[config.mk]
export PLATFORM = sky130hd
export DESIGN_NAME = dmem_arbiter_flat
export DESIGN_NICKNAME = d
export VERILOG_FILES = /design/src/rtl/dmem_arb_pkg.sv /design/src/rtl/dmem_arbiter_if.sv /design/src/rtl/burst_counter.sv /design/src/rtl/dmem_arbiter.sv /design/src/flat_wrapper.sv
export SDC_FILE = /design/constraint.sdc
export NUM_CORES = 1
export LEC_CHECK = 0
export ABC_AREA = 1
export BUFFER_PORTS_ARGS = -buffer_cell sky130_fd_sc_hd__buf_2
export CAP_MARGIN = 20
export CORE_AREA = 3 3 229 231
export DETAILED_ROUTE_END_ITERATION = 8
export DIE_AREA = 0 0 232 234
export GPL_TIMING_DRIVEN = 1
export PLACE_DENSITY = 0.38
export SYNTH_ARGS = -nofsm -noshare
export SYNTH_HDL_FRONTEND = slang
export SYNTH_SLANG_ARGS = --single-unit
[constraint.sdc]
create_clock -name CLK -period 2.2 [get_ports CLK]
set_input_delay 0.44 -clock CLK [delete_from_list [all_inputs] [get_ports CLK]]
set_output_delay 0.44 -clock CLK [all_outputs]
set_load 0.02 [all_outputs]
[src/rtl/dmem_arb_pkg.sv]
// Shared types and constants for the data-memory arbiter.
// Addresses are 64-bit byte addresses. A word is 8 bytes.
package dmem_arb_pkg;

   typedef enum logic [1:0] {
      IDLE       = 2'd0,
      HOST_BURST = 2'd1,
      HOST_GAP   = 2'd2
   } arb_state_e;

   localparam int unsigned WORD_BYTES      = 8;
   localparam logic [63:0] ADDR_ALIGN_MASK = ~(64'(WORD_BYTES) - 64'd1);

   function automatic logic [63:0] align_addr(input logic [63:0] a);
      return a & ADDR_ALIGN_MASK;
   endfunction

endpackage

[src/rtl/dmem_arbiter_if.sv]
// Host loader/debug burst port. The master side is the host.
// The slave side is the arbiter.
interface dmem_arbiter_if #(
   parameter int unsigned BURST_W = 4
) ();

   logic               host_req;
   logic               host_we;
   logic [63:0]        host_addr;
   logic [BURST_W-1:0] host_len;
   logic               host_ack;
   logic [63:0]        host_wdata;
   logic               host_wready;
   logic [63:0]        host_rdata;
   logic               host_rvalid;
   logic               host_done;

   modport master (
      output host_req, host_we, host_addr, host_len, host_wdata,
      input  host_ack, host_wready, host_rdata, host_rvalid, host_done
   );

   modport slave (
      input  host_req, host_we, host_addr, host_len, host_wdata,
      output host_ack, host_wready, host_rdata, host_rvalid, host_done
   );

endinterface

[src/rtl/burst_counter.sv]
// Beat counter and word address for a host burst.
// It loads on ack and then steps by one word per beat.
module burst_counter
   import dmem_arb_pkg::*;
#(
   parameter int unsigned BURST_W = 4
) (
   input  logic               CLK,
   input  logic               resetl,
   input  logic               load_i,
   input  logic [BURST_W-1:0] len_i,
   input  logic [63:0]        addr_i,
   input  logic               step_i,
   output logic               last_o,
   output logic [63:0]        addr_o
);

   logic [BURST_W-1:0] cnt_q, cnt_d;
   logic [63:0]        addr_q, addr_d;

   always_comb begin
      cnt_d  = cnt_q;
      addr_d = addr_q;
      if (load_i) begin
         cnt_d  = len_i;
         addr_d = align_addr(addr_i);
      end else if (step_i) begin
         // The address wraps modulo 2^64 through plain overflow.
         cnt_d  = cnt_q - 1'b1;
         addr_d = addr_q + 64'(WORD_BYTES);
      end
   end

   always_ff @(negedge CLK or negedge resetl) begin
      if (!resetl) begin
         cnt_q  <= '0;
         addr_q <= '0;
      end else begin
         cnt_q  <= cnt_d;
         addr_q <= addr_d;
      end
   end

   assign last_o = (cnt_q == '0);
   assign addr_o = addr_q;

endmodule

[src/rtl/dmem_arbiter.sv]
// Shares the DataMemory port between the core load/store path and host bursts.
// The core passes through combinationally. A host burst preempts the core when the core is idle or after MAX_WAIT cycles.
module dmem_arbiter
   import dmem_arb_pkg::*;
#(
   parameter int unsigned MAX_WAIT = 8,
   parameter int unsigned BURST_W  = 4
) (
   input  logic        CLK,
   input  logic        resetl,
   input  logic        core_req,
   input  logic        core_we,
   input  logic [63:0] core_addr,
   input  logic [63:0] core_wdata,
   output logic [63:0] core_rdata,
   output logic        core_stall,
   dmem_arbiter_if.slave host,
   output logic [63:0] mem_addr,
   output logic [63:0] mem_wdata,
   output logic        mem_read,
   output logic        mem_write,
   input  logic [63:0] mem_rdata
);

   localparam int unsigned WAIT_W = $clog2(MAX_WAIT) + 1;

   arb_state_e        state_q, state_d;
   logic [WAIT_W-1:0] wait_q, wait_d;
   logic              we_q, we_d;
   logic              launch;
   logic              bc_last;
   logic [63:0]       bc_addr;

   assign launch = (state_q == IDLE) && host.host_req
                   && (!core_req || (wait_q == WAIT_W'(MAX_WAIT - 1)));

   burst_counter #(.BURST_W(BURST_W)) u_burst_counter (
      .CLK    (CLK),
      .resetl (resetl),
      .load_i (launch),
      .len_i  (host.host_len),
      .addr_i (host.host_addr),
      .step_i (state_q == HOST_BURST),
      .last_o (bc_last),
      .addr_o (bc_addr)
   );

   always_comb begin
      state_d = state_q;
      wait_d  = '0;
      we_d    = we_q;
      unique case (state_q)
         IDLE: begin
            if (launch) begin
               state_d = HOST_BURST;
               we_d    = host.host_we;
            end else if (host.host_req && core_req) begin
               wait_d = wait_q + 1'b1;
            end
         end
         HOST_BURST: if (bc_last) state_d = HOST_GAP;
         HOST_GAP:   state_d = IDLE;
         default:    state_d = IDLE;
      endcase
   end

   always_ff @(negedge CLK or negedge resetl) begin
      if (!resetl) begin
         state_q <= IDLE;
         wait_q  <= '0;
         we_q    <= 1'b0;
      end else begin
         state_q <= state_d;
         wait_q  <= wait_d;
         we_q    <= we_d;
      end
   end

   always_comb begin
      mem_addr         = core_addr;
      mem_wdata        = core_wdata;
      mem_read         = core_req & ~core_we;
      mem_write        = core_req & core_we;
      core_rdata       = mem_rdata;
      core_stall       = 1'b0;
      host.host_ack    = launch;
      host.host_wready = 1'b0;
      host.host_rvalid = 1'b0;
      host.host_rdata  = '0;
      host.host_done   = 1'b0;
      if (state_q == HOST_BURST) begin
         mem_addr         = bc_addr;
         mem_wdata        = host.host_wdata;
         mem_read         = ~we_q;
         mem_write        = we_q;
         core_rdata       = '0;
         core_stall       = core_req;
         host.host_wready = we_q;
         host.host_rvalid = ~we_q;
         host.host_rdata  = we_q ? '0 : mem_rdata;
         host.host_done   = bc_last;
      end
      // Reset gates the strobes asynchronously so no write slips out while resetl is low.
      if (!resetl) begin
         mem_read         = 1'b0;
         mem_write        = 1'b0;
         core_stall       = 1'b0;
         host.host_ack    = 1'b0;
         host.host_wready = 1'b0;
         host.host_rvalid = 1'b0;
         host.host_done   = 1'b0;
      end
   end

endmodule
[src/flat_wrapper.sv]
// flat-port wrapper written by rule: the top's interface ports become plain ports
module dmem_arbiter_flat import dmem_arb_pkg::*;
#(
   parameter int unsigned MAX_WAIT = 8,
   parameter int unsigned BURST_W  = 4
)
  (CLK, resetl, core_req, core_we, core_addr, core_wdata, core_rdata, core_stall, mem_addr, mem_wdata, mem_read, mem_write, mem_rdata, host_host_req, host_host_we, host_host_addr, host_host_len, host_host_wdata, host_host_ack, host_host_wready, host_host_rdata, host_host_rvalid, host_host_done);
  dmem_arbiter_if #(.BURST_W(BURST_W)) host_i ();
  input  logic CLK;
  input  logic resetl;
  input  logic core_req;
  input  logic core_we;
  input  logic [63:0] core_addr;
  input  logic [63:0] core_wdata;
  output logic [63:0] core_rdata;
  output logic core_stall;
  output logic [63:0] mem_addr;
  output logic [63:0] mem_wdata;
  output logic mem_read;
  output logic mem_write;
  input  logic [63:0] mem_rdata;
  input wire logic [$bits(host_i.host_req)-1:0] host_host_req;
  input wire logic [$bits(host_i.host_we)-1:0] host_host_we;
  input wire logic [$bits(host_i.host_addr)-1:0] host_host_addr;
  input wire logic [$bits(host_i.host_len)-1:0] host_host_len;
  input wire logic [$bits(host_i.host_wdata)-1:0] host_host_wdata;
  output wire logic [$bits(host_i.host_ack)-1:0] host_host_ack;
  output wire logic [$bits(host_i.host_wready)-1:0] host_host_wready;
  output wire logic [$bits(host_i.host_rdata)-1:0] host_host_rdata;
  output wire logic [$bits(host_i.host_rvalid)-1:0] host_host_rvalid;
  output wire logic [$bits(host_i.host_done)-1:0] host_host_done;
  assign host_i.host_req = host_host_req;
  assign host_i.host_we = host_host_we;
  assign host_i.host_addr = host_host_addr;
  assign host_i.host_len = host_host_len;
  assign host_i.host_wdata = host_host_wdata;
  assign host_host_ack = host_i.host_ack;
  assign host_host_wready = host_i.host_wready;
  assign host_host_rdata = host_i.host_rdata;
  assign host_host_rvalid = host_i.host_rvalid;
  assign host_host_done = host_i.host_done;
  dmem_arbiter #(.MAX_WAIT(MAX_WAIT), .BURST_W(BURST_W)) u_core (.CLK(CLK), .resetl(resetl), .core_req(core_req), .core_we(core_we), .core_addr(core_addr), .core_wdata(core_wdata), .core_rdata(core_rdata), .core_stall(core_stall), .host(host_i), .mem_addr(mem_addr), .mem_wdata(mem_wdata), .mem_read(mem_read), .mem_write(mem_write), .mem_rdata(mem_rdata));
endmodule
==> impl_results.md <==
* Setup-failing EPs final at about 320
* Crit path kind: register to output port
* Worst EP required at roughly 1.8 ns
* Failing checks: negative setup slack
* Largest net degree at the start of global routing at 53
* Final slew viol count at 0
* Layout cell share with drive strength beyond 1 at 53.5%
* Pwr Density at 1490 nW/µm²
* Post-Syn Area at around 7600 µm²
* Post-CTS Hold Buffers at 0
* Final WL at ~53000 µm
* Final Hold Viols at 0
* Placed insts at 2810
* PnR worst setup slack at -1.19 ns
* Post-DRT Antenna Nets at 0
* Status: finished, violations left
* Post-route insts no fill at between 2000 and 3000
* Final TNS setup at -292.86 ns
* Crit path launch type: register
* CP Max Fanout at 5
* Via count of the first global-routing pass at 11015
* Die Footprint at ~54000 µm²
* Area delta synth->final at 104%
* CTS H-tree lvls at 3
* Final instance area at 15500 µm²
* Async S/R FF share, synth at 100%
* VDD IR max at 570 µV
* DR WL/cell at 18.5 µm
* Layout Nets at 2500
* Register bit total from synthesis at 72
* 1st-pass router iterations at 6
* Synthesized area per cell at about 5.3 µm²
* Initial antenna violation count at 7
* CP endpoint kind: output port
* Worst path arrival time at 2.95 ns
* Max Cap Violations at 0
* Overall routing resource usage at 17.7%
* Layout Skew at between 0.006 and 0.007 ns
* Die height at 234 µm
* CTS tree: yes
* Via count at between 10000 and 15000
* Synthesized Nets at 1764
* Top FF cell, synth: dfrtn_1
* Detailed placer's ending HPWL at 43700 µm
* Hold_ws at ~0.45 ns
* Clock Path Buffers at 2
* RD Place Congestion at 0.900
* Tot Pwr at 23.1 mW
* Row count at 82
* Worst skew pair latency at 0.36 ns
* Core ar. at 50300 µm²
* GRT overflow at 0
* EDFF count, synth at 0
* Reg clk slew, reported paths at 0.05 ns
* Clock sinks at 72
* Cts bufs inserted at 9
* Distinct cells, synth at 37
* Relative slew margins at 72.4%
* Post-synthesis cell count at between 1000 and 1500
* Initial core utilization at 15.1%
* YS warnings at 0
* DRC violations left at 0
* PortBufs at 589
* Placed Area at roughly 14000 µm²
* Root buffer cell: clkbuf_16
* Die extent in x at ~230 µm
* Global-route wire length before repair at 71400 µm
* Seq/Total Area, Yosys at 23.8%
* # IOs at 593
* Vias per std cell at 4.13
* First DRT Iteration DRCs at 759
* Leakage at 8.25 nW
* Worst-margin pin slew at 0.413 ns
* Hold WC Path Type: register to register
* RSZ-0062 raised after global routing: yes
## cells by family (layout without fill, tap and decap cells)
logic type,Yosys count,after routing,synth area share [%]
AND/OR/NAND/NOR,979,979,52.5
buffers and inverters,240,981,12.3
AO/OA/AOI/OAI,127,127,9.79
flip-flops,72,72,23.8
XOR/XNOR,10,10,1.16
adder cells (fa/ha/maj),3,3,0.495
other,0,1,0
## synthesized netlist by cell type (all sizes together) (5+ instances only)
cell       n  area (µm²)
nor2     293        1200
inv      174         653
a21oi      5        25.0
buf       34         160
o21ai     85         425
xor2       9        78.8
clkbuf    32         120
nand3     73         365
o221ai     7        61.3
o2111ai    6        52.6
dfrtn     72        1800
or2        5        31.3
nand2    593        2290
o21a       5        37.5
nand4      8        50.1
o211ai    10        75.1
## cells in the final DEF (no fill, tap or decap), drive strengths merged, types with 4 or more instances in the layout
cell	n
a21oi	5
buf	783
clkbuf	18
dfrtn	72
inv	174
nand2	593
nand3	73
nand4	8
nor2	293
nor3	4
o2111ai	6
o211ai	10
o21a	5
o21ai	85
o221ai	7
or2	5
xor2	9
## registers in the layout, summed over array words and instances (netlist names)
| signal | cells |
|---|---|
| u_core.state_q | 2 |
| u_core.wait_q | 4 |
| u_core.u_burst_counter.cnt_q | 4 |
| u_core.we_q | 1 |
| u_core.u_burst_counter.addr_o | 61 |
## through the flow
| step | utilization (%) | worst slack (ns) |
|---|---|---|
| floorplan | - | -0.668 |
| global placement | 28.2 | -0.923 |
| detailed placement | 28.2 | -0.938 |
| CTS | 29.5 | -1.20 |
| global route | 30.8 | -1.27 |
| finish | 30.8 | -1.19 |
## area by class of cell
| type | count | area [µm²] |
|---|---|---|
| clock buffers | 11 | 243 |
| well taps | 672 | 841 |
| diodes | 1 | 2.50 |
| flip-flops and latches | 72 | 1800 |
| inverters | 174 | 663 |
| clock inverters | 5 | 104 |
| repair buffers | 791 | 5300 |
| multi-input cells | 1119 | 6530 |
| fillers | 5587 | 34800 |
## critical path: stages, from the launching register on
cell and delay [ns]:
dfrtn_1 0.42, inv_2 0.05, nor2_4 0.19, buf_6 0.18, buf_6 0.12, buf_16 0.10, buf_12 0.14, buf_12 0.11
nor2_2 0.04, buf_6 0.13
## where the power goes
part / internal [mW] / switching, mW / total, mW
Clock: 1.14 / 0.668 / 1.81
Combinational: 7.57 / 11.4 / 19.0
Sequential: 1.97 / 0.312 / 2.28
Total: 10.7 / 12.4 / 23.1
## per-layer routing
layer / vias up / global-route usage, % / share of wire [%]
met1: 5387 / 25.4 / 47
met2: 462 / 27.8 / 45
met4: 8 / 2.46 / 0.74
met5: - / 0 / 0.12
li1: 5857 / - / -
met3: 32 / 3.95 / 7.4
## final timing paths
| kind | from | cells after the start | endpoint | slack [ns] |
|---|---|---|---|---|
| worst min-delay path | u_core.u_burst_counter.cnt_q[0] | 3 | u_core.u_burst_counter.cnt_q[0] | 0.45 |
| worst min register to register | u_core.u_burst_counter.cnt_q[0] | 3 | u_core.u_burst_counter.cnt_q[0] | 0.45 |
| min in group asynchronous | resetl | 1 | u_core.u_burst_counter.addr_o[29] | 0.95 |
| max in group asynchronous | resetl | 2 | u_core.u_burst_counter.addr_o[57] | 0.74 |
| worst max register to register | u_core.u_burst_counter.addr_o[4] | 11 | u_core.u_burst_counter.addr_o[63] | 0.07 |
| worst max-delay path | u_core.state_q[0] | 9 | core_rdata[11] | -1.19 |
## repair_timing
| action | 4_1_cts | 5_1_grt |
|---|---|---|
| setup endpoints to repair | 333 | 332 |
| gates resized for setup | 77 | 121 |
| cloned | 2 | 8 |
| pin swaps | 0 | 20 |
| setup buffers | 0 | 8 |
No activity file was read; power rests on OpenSTA's default activity.
